$ cat config.mk
export PLATFORM = sky130hd
export DESIGN_NAME = uart_rx_flat
export DESIGN_NICKNAME = d
export VERILOG_FILES = /design/src/rtl/uart_pkg.sv /design/src/rtl/uart_rx_if.sv /design/src/rtl/uart_sync2.sv /design/src/rtl/uart_rx.sv /design/src/flat_wrapper.sv
export SDC_FILE = /design/constraint.sdc
export NUM_CORES = 1
export LEC_CHECK = 0
export BUFFER_PORTS_ARGS = -buffer_cell sky130_fd_sc_hd__buf_2
export CORE_MARGIN = 2
export CORE_UTILIZATION = 60
export CTS_BUF_LIST = sky130_fd_sc_hd__clkbuf_2
export DETAILED_ROUTE_END_ITERATION = 10
export GPL_TIMING_DRIVEN = 0
export PLACE_DENSITY_LB_ADDON = 0.3
export SYNTH_ARGS = -nofsm -noshare
export SYNTH_HDL_FRONTEND = slang
export SYNTH_SLANG_ARGS = --single-unit
export TNS_END_PERCENT = 5
$ cat constraint.sdc
create_clock -name clk -period 3.6 [get_ports clk]
set_clock_uncertainty 0.1 [all_clocks]
set_input_delay 0.9 -clock clk [delete_from_list [all_inputs] [get_ports clk]]
set_output_delay 0.9 -clock clk [all_outputs]
set_load 0.005 [all_outputs]
$ cat src/rtl/uart_pkg.sv
// Shared UART definitions: receiver state encoding, clocks-per-bit helper,
// data width. Optional feature macro: UART_RX_PARITY_EN (adds the PARITY state).
package uart_pkg;

   localparam int unsigned UART_DATA_W = 8;

   typedef enum logic [2:0] {
      ST_IDLE,
      ST_START,
      ST_DATA,
`ifdef UART_RX_PARITY_EN
      ST_PARITY,
`endif
      ST_STOP,
      ST_BREAK
   } uart_rx_state_t;

   // Truncating divide; the fractional part of a bit period is dropped.
   function automatic int unsigned clks_per_bit(input int unsigned freq,
                                                input int unsigned baud);
      return freq / baud;
   endfunction

endpackage

$ cat src/rtl/uart_rx_if.sv
// Byte-side handshake of the UART receiver: valid/ready byte plus error pulses.
// Optional feature macro: UART_RX_PARITY_EN (adds parity_err_o).
interface uart_rx_if;
   import uart_pkg::*;

   logic [UART_DATA_W-1:0] data_o;
   logic                   valid_o;
   logic                   ready_i;
   logic                   frame_err_o;
   logic                   overrun_o;
`ifdef UART_RX_PARITY_EN
   logic                   parity_err_o;

   modport master (output data_o, valid_o, frame_err_o, overrun_o, parity_err_o,
                   input  ready_i);
   modport slave  (input  data_o, valid_o, frame_err_o, overrun_o, parity_err_o,
                   output ready_i);
`else
   modport master (output data_o, valid_o, frame_err_o, overrun_o,
                   input  ready_i);
   modport slave  (input  data_o, valid_o, frame_err_o, overrun_o,
                   output ready_i);
`endif

endinterface

$ cat src/rtl/uart_sync2.sv
// Two-flop synchronizer for an asynchronous single-bit input.
module uart_sync2 #(
   parameter logic RST_VAL = 1'b1
) (
   input  logic clk,
   input  logic rst,
   input  logic i_d,
   output logic o_q
);

   logic r_meta;
   logic r_sync;

   // Double-register the input; both stages reset to the line idle value.
   always_ff @(posedge clk) begin
      if (rst) begin
         r_meta <= RST_VAL;
         r_sync <= RST_VAL;
      end else begin
         r_meta <= i_d;
         r_sync <= r_meta;
      end
   end

   assign o_q = r_sync;

endmodule

$ cat src/rtl/uart_rx.sv
// UART receiver, 8N1 by default, 8E1 when UART_RX_PARITY_EN is defined.
// Bytes are presented on a valid/ready interface; framing, overrun and parity
// errors are one-cycle pulses.
module uart_rx
   import uart_pkg::*;
#(
   parameter int unsigned CLK_FREQ_HZ = 25_000_000,
   parameter int unsigned BAUD_RATE   = 115_200
) (
   input  logic       clk,
   input  logic       rst,
   input  logic       rx_i,
   uart_rx_if.master  bus
);

   localparam int unsigned CPB       = clks_per_bit(CLK_FREQ_HZ, BAUD_RATE);
   localparam int unsigned HALF      = CPB / 2;
   localparam int unsigned CNT_W     = (CPB > 1) ? $clog2(CPB) : 1;
   localparam int unsigned BIT_CNT_W = $clog2(UART_DATA_W);

   logic                   w_rx_s;

   uart_rx_state_t         r_state,   w_state_nx;
   logic [CNT_W-1:0]       r_cnt,     w_cnt_nx;
   logic [BIT_CNT_W-1:0]   r_bit_cnt, w_bit_nx;
   logic [UART_DATA_W-1:0] r_shift,   w_shift_nx;
   logic [UART_DATA_W-1:0] r_data,    w_data_nx;
   logic                   r_valid,   w_valid_nx;
   logic                   r_ferr,    w_ferr_nx;
   logic                   r_ovr,     w_ovr_nx;
`ifdef UART_RX_PARITY_EN
   logic                   r_par_pend, w_par_pend_nx;
   logic                   r_perr,     w_perr_nx;
`endif

   logic w_tick_half;
   logic w_tick_bit;

   uart_sync2 #(.RST_VAL(1'b1)) u_sync (
      .clk (clk),
      .rst (rst),
      .i_d (rx_i),
      .o_q (w_rx_s)
   );

   assign w_tick_half = (r_cnt == CNT_W'(HALF - 1));
   assign w_tick_bit  = (r_cnt == CNT_W'(CPB - 1));

   // State, counters, shift register and registered outputs.
   always_ff @(posedge clk) begin
      if (rst) begin
         r_state   <= ST_IDLE;
         r_cnt     <= '0;
         r_bit_cnt <= '0;
         r_shift   <= '0;
         r_data    <= '0;
         r_valid   <= 1'b0;
         r_ferr    <= 1'b0;
         r_ovr     <= 1'b0;
`ifdef UART_RX_PARITY_EN
         r_par_pend <= 1'b0;
         r_perr     <= 1'b0;
`endif
      end else begin
         r_state   <= w_state_nx;
         r_cnt     <= w_cnt_nx;
         r_bit_cnt <= w_bit_nx;
         r_shift   <= w_shift_nx;
         r_data    <= w_data_nx;
         r_valid   <= w_valid_nx;
         r_ferr    <= w_ferr_nx;
         r_ovr     <= w_ovr_nx;
`ifdef UART_RX_PARITY_EN
         r_par_pend <= w_par_pend_nx;
         r_perr     <= w_perr_nx;
`endif
      end
   end

   // Next-state and output logic; the baud counter reloads at every sample point.
   always_comb begin
      w_state_nx = r_state;
      w_cnt_nx   = r_cnt;
      w_bit_nx   = r_bit_cnt;
      w_shift_nx = r_shift;
      w_data_nx  = r_data;
      w_valid_nx = r_valid && !bus.ready_i;
      w_ferr_nx  = 1'b0;
      w_ovr_nx   = 1'b0;
`ifdef UART_RX_PARITY_EN
      w_par_pend_nx = r_par_pend;
      w_perr_nx     = 1'b0;
`endif

      case (r_state)
         ST_IDLE: begin
            w_cnt_nx = '0;
            if (!w_rx_s) begin
               w_state_nx = ST_START;
               w_bit_nx   = '0;
`ifdef UART_RX_PARITY_EN
               w_par_pend_nx = 1'b0;
`endif
            end
         end

         ST_START: begin
            if (w_tick_half) begin
               w_cnt_nx   = '0;
               w_state_nx = w_rx_s ? ST_IDLE : ST_DATA;
            end else begin
               w_cnt_nx = r_cnt + CNT_W'(1);
            end
         end

         ST_DATA: begin
            if (w_tick_bit) begin
               w_cnt_nx   = '0;
               w_shift_nx = {w_rx_s, r_shift[UART_DATA_W-1:1]};
               w_bit_nx   = r_bit_cnt + BIT_CNT_W'(1);
               if (r_bit_cnt == BIT_CNT_W'(UART_DATA_W - 1)) begin
`ifdef UART_RX_PARITY_EN
                  w_state_nx = ST_PARITY;
`else
                  w_state_nx = ST_STOP;
`endif
               end
            end else begin
               w_cnt_nx = r_cnt + CNT_W'(1);
            end
         end

`ifdef UART_RX_PARITY_EN
         ST_PARITY: begin
            if (w_tick_bit) begin
               w_cnt_nx      = '0;
               w_par_pend_nx = ((^r_shift) != w_rx_s);
               w_state_nx    = ST_STOP;
            end else begin
               w_cnt_nx = r_cnt + CNT_W'(1);
            end
         end
`endif

         ST_STOP: begin
            if (w_tick_bit) begin
               w_cnt_nx = '0;
               if (w_rx_s) begin
`ifdef UART_RX_PARITY_EN
                  if (r_par_pend) w_perr_nx = 1'b1;
                  else
`endif
                  if (!r_valid || bus.ready_i) begin
                     w_data_nx  = r_shift;
                     w_valid_nx = 1'b1;
                  end else begin
                     w_ovr_nx = 1'b1;
                  end
                  w_state_nx = ST_IDLE;
               end else begin
                  w_ferr_nx  = 1'b1;
                  w_state_nx = ST_BREAK;
               end
            end else begin
               w_cnt_nx = r_cnt + CNT_W'(1);
            end
         end

         ST_BREAK: begin
            w_cnt_nx = '0;
            if (w_rx_s) w_state_nx = ST_IDLE;
         end

         default: begin
            w_state_nx = ST_IDLE;
            w_cnt_nx   = '0;
         end
      endcase
   end

   assign bus.data_o      = r_data;
   assign bus.valid_o     = r_valid;
   assign bus.frame_err_o = r_ferr;
   assign bus.overrun_o   = r_ovr;
`ifdef UART_RX_PARITY_EN
   assign bus.parity_err_o = r_perr;
`endif

endmodule

$ cat src/flat_wrapper.sv
// flat-port wrapper written by rule: the top's interface ports become plain ports
module uart_rx_flat import uart_pkg::*;
#(
   parameter int unsigned CLK_FREQ_HZ = 25_000_000,
   parameter int unsigned BAUD_RATE   = 115_200
)
  (clk, rst, rx_i, bus_data_o, bus_valid_o, bus_frame_err_o, bus_overrun_o, bus_ready_i);
  uart_rx_if bus_i ();
  input  logic clk;
  input  logic rst;
  input  logic rx_i;
  output wire logic [$bits(bus_i.data_o)-1:0] bus_data_o;
  output wire logic [$bits(bus_i.valid_o)-1:0] bus_valid_o;
  output wire logic [$bits(bus_i.frame_err_o)-1:0] bus_frame_err_o;
  output wire logic [$bits(bus_i.overrun_o)-1:0] bus_overrun_o;
  input wire logic [$bits(bus_i.ready_i)-1:0] bus_ready_i;
  assign bus_data_o = bus_i.data_o;
  assign bus_valid_o = bus_i.valid_o;
  assign bus_frame_err_o = bus_i.frame_err_o;
  assign bus_overrun_o = bus_i.overrun_o;
  assign bus_i.ready_i = bus_ready_i;
  uart_rx #(.CLK_FREQ_HZ(CLK_FREQ_HZ), .BAUD_RATE(BAUD_RATE)) u_core (.clk(clk), .rst(rst), .rx_i(rx_i), .bus(bus_i));
endmodule
# Word-level counts from Yosys, hierarchy flattened
# Cells that the tools add are included.
# word_totals
ff_bits,35
latchBits,0
mem_bits_rw,0
romBits,0
input_bits,4
output_inout_bits,11
elab_cells,62
n_memories,0
# op_classes
addsub,2
n_mul,0
div_mod_pow,0
magnitude_cmp,0
n_eq_ne,13
n_shift,0
mux,21
n_bitwise,3
reduce_logical,13
# op_table
cell,n
3-bit 2-to-1 mux,9
8-bit 2-to-1 mux,2
8-bit case mux with 2 select lines,1
3-bit case mux with 5 select lines,1
8-bit by 1-bit adder with 8-bit output (second input constant),1
8-bit by 7-bit equality test with 1-bit output (second input constant),1
8-bit equality test (second input constant),1
2-bit by 1-bit inequality test with 1-bit output (second input constant),4
3-bit by 2-bit equality test with 1-bit output (second input constant),2
3-bit equality test (second input constant),2
1-bit 2-to-1 mux,6
3-bit case mux with 2 select lines,1
6-bit AND reduction,1
2-bit inequality test (second input constant),2
4-bit AND reduction,1
4-bit OR reduction,1
3-bit by 1-bit adder with 3-bit output (second input constant),1
3-bit by 1-bit equality test with 1-bit output (second input constant),1
3-bit logical NOT,1
1-bit inverter,3
3-bit AND reduction,1
3-bit OR reduction,1
1-bit logical NOT,2
2-bit 2-to-1 mux,1
5 further kinds,5

# Logic depth before layout (Yosys ltp)
# logic_depth
depth_word,6
ltp_mapped,8
mapped_depth_nobuf,7

# Cells and area by module
# Synthesis repeated with hierarchy kept, for this count alone.
# hier_totals
cells_unflattened,154
hier_area_um2,1423.9
# modules_own_cells
module,n_inst,cells_each,area_each_um2,seq_area_each_um2
uart_rx,1,150,1371.3,660.6
uart_sync2,1,4,52.6,40.0

# Worst setup path before layout
# Ideal clock, no wire load.
# synth_timing
kind,register to register
start,reg u_core.r_cnt[0]
end,reg u_core.r_cnt[3]
setup_ns,0.062
arrival_ns,1.886
t_required_ns,3.438
setup_slack_ns,1.552
stages_incl_launch_ff,8
n_path_buf,1
synth_period_minus_slack_ns,2.048
cell_sequence,dfxtp_1 > ha_1 > nor4bb_1 > a311o_1 > a21boi_4 > or4_4 > buf_6 > nor2_2
# synth_via
elab_chain_len,3
word_cells_on_any_way,6
classes_between,add/sub: 1; eq/ne: 2; mux: 3
# synth_lines
element,line_no,source
from (decl),uart_rx.sv:24,"logic [CNT_W-1:0] r_cnt, w_cnt_nx;"
from (signal assigned),uart_rx.sv:66,r_cnt <= w_cnt_nx;
8-bit by 1-bit adder with 8-bit output (tied with other cells),"uart_rx.sv:112, uart_rx.sv:129, uart_rx.sv:165",
8-bit 2-to-1 mux (on tied branches),"uart_rx.sv:117, uart_rx.sv:146, uart_rx.sv:108",
8-bit case mux with 2 select lines (*),uart_rx.sv:95,case (r_state)
# Mark *: on every way between the ends. The rest lies on a longest branch, timed or not.
# A chain may end at the register's enable or synchronous reset.

# Worst setup path after layout
# layout_timing
start,reg u_core.r_cnt[0]
end,reg u_core.r_cnt[5]
# The elaborated chain is that of the path after synthesis.

==> results.yml <==
yosys:
  synth_instances: 154
  post_synth_xor_area_fraction_pct: 3.52
  post-synth-top-area-fraction_pct: 46.9
  synth.yosys.warnings: 0
  main_combinational_cell_family_by_area_after_synthesis: "simple AND/OR/NAND/NOR gates"
  synthesis.nets: 162
  distinct_cell_type_count_after_synthesis: 34
  netlist_area_um2: 1490
  ys_top_cells_by_area: "sky130_fd_sc_hd__dfxtp_1 47%, sky130_fd_sc_hd__mux2i_1 12%, sky130_fd_sc_hd__nor2_1 5.8%"
  syn-mean-instance-area_um2: 9.70
  synth_top_cell_by_area: "sky130_fd_sc_hd__dfxtp_1"
  ys_ff_latch: 35
  arithmetic_cell_share_of_the_synthesized_area_counting_full_adders_half_adders_and_majority_gates_pct: 3.35
  post_synthesis_simple_gate_area_fraction_pct: 24.0
  synth.yosys.seq_area_share_pct: 46.9
  muxShareOfSynthArea_pct: 12.8
  compound_gate_fraction_of_synth_area_pct: 4.69
route:
  via_per_inst: 5.26
  first_pass_iteration_count_of_the_detailed_router: 5
  first_iter_violations: 15
  totalWireLength_mm: 2.55
  drcViolationCount: 0
  via_count: 1074
  wl_per_cell_um: 12.5
  antenna_left: 0
worst_setup_path:
  critical_path.n_buffers_inverters: 1
  critPathKind: "reg -> reg"
  critPathMaxStageDelay_ns: 0.49
  crit_fanout: 8
  worst_ep_required_time_ns: 3.83
  worst_ep_arrival_time_ns: 2.42
  crit_slowest_cell: "sky130_fd_sc_hd__or4_4"
  worst_setup_path_end_kind: "register"
  cp_cell_sequence: "ha_1 > nor4bb_1 > a311o_1 > a21boi_4 > or4_4 > buf_6 > nor2_2"
  crit_path_start_kind: "register"
  dominant_delay_contributor_by_cell_family_on_the_critical_path: "simple AND/OR/NAND/NOR gates"
timing:
  worst_slew_margin_rel_pct: 70.2
  tns_ns: 0
  timing_worst_slew_pin_value_ns: 0.443
  post-route-worst-setup-slack_ns: 1.42
  setup-violations-final: 0
  finalHoldViolations: 0
  finalCritPeriodShare_pct: 60.7
  timing.final.max_slew_violations: 0
  min_period_ns: 2.18
  setup_repair_after_global_routing_missed_its_margin: "no"
  maxClockFrequency_mhz: 458
power_and_ir_drop:
  post-layout-total-power_uw: 639
  cellLeakagePower_uw: 0.000626
  vdd_ir_drop_max_uv: 313
  power.density_cell_area_nw_per_um2: 392
cells_and_area:
  layout.nets: 182
  layout_cell_share_with_drive_strength_beyond_1_pct: 21.3
  antenna-diode-count: 0
  layout_stage_area_growth_over_the_synthesis_result_pct: 9.13
grt:
  gr_util_all_layers_pct: 20.5
  maximum_number_of_pins_on_one_net_before_global_route_repair: 11
  grt_pass1_wl_mm: 4.09
  grt_pass1_vias: 950
  antenna_found_initial: 0
  grt_overflow: 0
die:
  design.die.area_um2: 2910
  core_area_um2: 2410
  row_count: 18
  io-pin-count: 15
  dieWidth_um: 53.9
  die_height_um: 53.9
  floorplan.initialDensity_pct: 62.0
clocking:
  clock_latency_late_sink_ns: 0.38
  cts_hold_buf: 0
  clock_tree.buffer_depth: 2
  postCtsSetupBuffers: 0
  tritoncts_clock_tree: "done"
  tritoncts.num_buffers: 5
  worst_setup_hold_path_clk_slew_ns: 0.16
  ctsHtreeMaxLevel: 2
  clock-sinks: 35
  cts_root_buf: "sky130_fd_sc_hd__clkbuf_2"
  post_cts_resized: 0
place:
  pre_cts_slack_ns: 1.45
  port_buffers: 13
  place.gp.congestion: 0.791
  detailedPlacementHpwl_mm: 1.79
min_path:
  worst_hold_path_type: "reg -> reg"
run:
  drv.max_cap_violation_count: 0
run_status:
  outcome: "finished clean"
## through the flow
step           utilization (%)  hold WS [ns]  instances  cell area (um2)
6_report                  67.7         0.333        204             1630
5_1_grt                   67.7         0.350        204             1630
4_1_cts                   67.7         0.336        204             1630
3_5_place_dp              66.3         0.299        197             1600
3_3_place_gp              66.3         0.292        197             1600
2_1_floorplan                -         0.289        154             1490
## registers in the layout, indices dropped and copies added (netlist names)
register and cells:
u_core.bus.overrun_o 1, u_core.bus.data_o 8, u_core.r_shift 8, u_core.r_bit_cnt 3, u_core.u_sync.r_meta 1, u_core.r_cnt 8, u_core.bus.valid_o 1, u_core.r_state 3
u_core.bus.frame_err_o 1, u_core.u_sync.o_q 1
## power by group
group / leakage, uW / switching, uW / internal [uW]
sequential: 0.000282 / 2.22 / 394
clock: 0.0000262 / 126 / 41.0
combinational: 0.000317 / 41.7 / 34.1
## Yosys cell counts
cell / instances
sky130_fd_sc_hd__dfxtp_1: 35
sky130_fd_sc_hd__nor2_1: 23
sky130_fd_sc_hd__mux2i_1: 18
sky130_fd_sc_hd__nand2_1: 10
sky130_fd_sc_hd__nor2_2: 8
sky130_fd_sc_hd__nand3_1: 5
sky130_fd_sc_hd__clkbuf_1: 4
sky130_fd_sc_hd__ha_1: 4
sky130_fd_sc_hd__inv_1: 4
sky130_fd_sc_hd__a21oi_1: 3
sky130_fd_sc_hd__nor2b_1: 3
sky130_fd_sc_hd__nor3_1: 3
sky130_fd_sc_hd__xnor2_1: 3
sky130_fd_sc_hd__xor2_1: 3
sky130_fd_sc_hd__and4b_1: 2
sky130_fd_sc_hd__buf_2: 2
sky130_fd_sc_hd__buf_6: 2
sky130_fd_sc_hd__nand2b_1: 2
sky130_fd_sc_hd__nand3b_1: 2
sky130_fd_sc_hd__nand4_1: 2
sky130_fd_sc_hd__o21ai_1: 2
sky130_fd_sc_hd__or2_2: 2
sky130_fd_sc_hd__a211o_1: 1
sky130_fd_sc_hd__a21boi_4: 1
sky130_fd_sc_hd__a21o_1: 1
sky130_fd_sc_hd__a311o_1: 1
sky130_fd_sc_hd__and2_1: 1
sky130_fd_sc_hd__and3_1: 1
sky130_fd_sc_hd__buf_4: 1
sky130_fd_sc_hd__mux2_1: 1
sky130_fd_sc_hd__nand2b_4: 1
sky130_fd_sc_hd__nor4bb_1: 1
sky130_fd_sc_hd__or3_1: 1
sky130_fd_sc_hd__or4_4: 1
## final cells by class
type / count / area (um2)
fillers: 200 / 779
multi-input cells: 106 / 723
flip-flops and latches: 35 / 701
repair buffers: 13 / 65.1
plain buffers: 9 / 55.1
well taps: 30 / 37.5
clock buffers: 5 / 25.0
inverters: 4 / 15.0
clock inverters: 2 / 8.76
## worst paths after layout
check | from | to | slack (ns) | cells after the start
setup / recovery | u_core.r_cnt[0] | u_core.r_cnt[5] | 1.42 | 7
hold / removal | u_core.u_sync.r_meta | u_core.u_sync.o_q | 0.33 | 1
setup reg to reg | u_core.r_cnt[0] | u_core.r_cnt[5] | 1.42 | 7
hold reg to reg | u_core.u_sync.r_meta | u_core.u_sync.o_q | 0.33 | 1
## cells in the final DEF, fill, tap and decap left out, types with 2 or more instances in the layout
cell type                  count
sky130_fd_sc_hd__nor3_1        3
sky130_fd_sc_hd__and4b_1       2
sky130_fd_sc_hd__nor2_2        8
sky130_fd_sc_hd__nor2_1       23
sky130_fd_sc_hd__inv_1         4
sky130_fd_sc_hd__a21oi_1       3
sky130_fd_sc_hd__mux2i_1      18
sky130_fd_sc_hd__nand2b_1      2
sky130_fd_sc_hd__clkbuf_2      5
sky130_fd_sc_hd__nand3b_1      2
sky130_fd_sc_hd__dfxtp_1      35
sky130_fd_sc_hd__xnor2_1       3
sky130_fd_sc_hd__clkbuf_1      4
sky130_fd_sc_hd__nand4_1       2
sky130_fd_sc_hd__ha_1          4
sky130_fd_sc_hd__nand3_1       5
sky130_fd_sc_hd__buf_2        15
sky130_fd_sc_hd__nand2_1      10
sky130_fd_sc_hd__or2_2         2
sky130_fd_sc_hd__nor2b_1       3
sky130_fd_sc_hd__xor2_1        3
sky130_fd_sc_hd__o21ai_1       2
sky130_fd_sc_hd__buf_6         2
## logic make-up (layout without fill, tap and decap cells)
| kind of cell | count (synthesis) | in the layout |
|---|---|---|
| AND/OR/NAND/NOR | 68 | 68 |
| XOR/XNOR | 6 | 6 |
| adder cells (fa/ha/maj) | 4 | 4 |
| flip-flops | 35 | 35 |
| multiplexers | 19 | 19 |
| AO/OA/AOI/OAI | 9 | 9 |
| buffers and inverters | 13 | 33 |
## worst reg2reg max path: stages (launching register included)
cell,delay [ns]
sky130_fd_sc_hd__dfxtp_1,0.37
sky130_fd_sc_hd__ha_1,0.26
sky130_fd_sc_hd__nor4bb_1,0.16
sky130_fd_sc_hd__a311o_1,0.35
sky130_fd_sc_hd__a21boi_4,0.15
sky130_fd_sc_hd__or4_4,0.49
sky130_fd_sc_hd__buf_6,0.16
sky130_fd_sc_hd__nor2_2,0.09
## metal layers
metal	track usage [%]	part of all wire, %
met1	25.3	46
met2	31.1	48
met3	8.33	4.2
met4	8.97	1.1
met5	0	0
No activity file was read; power rests on OpenSTA's default activity.
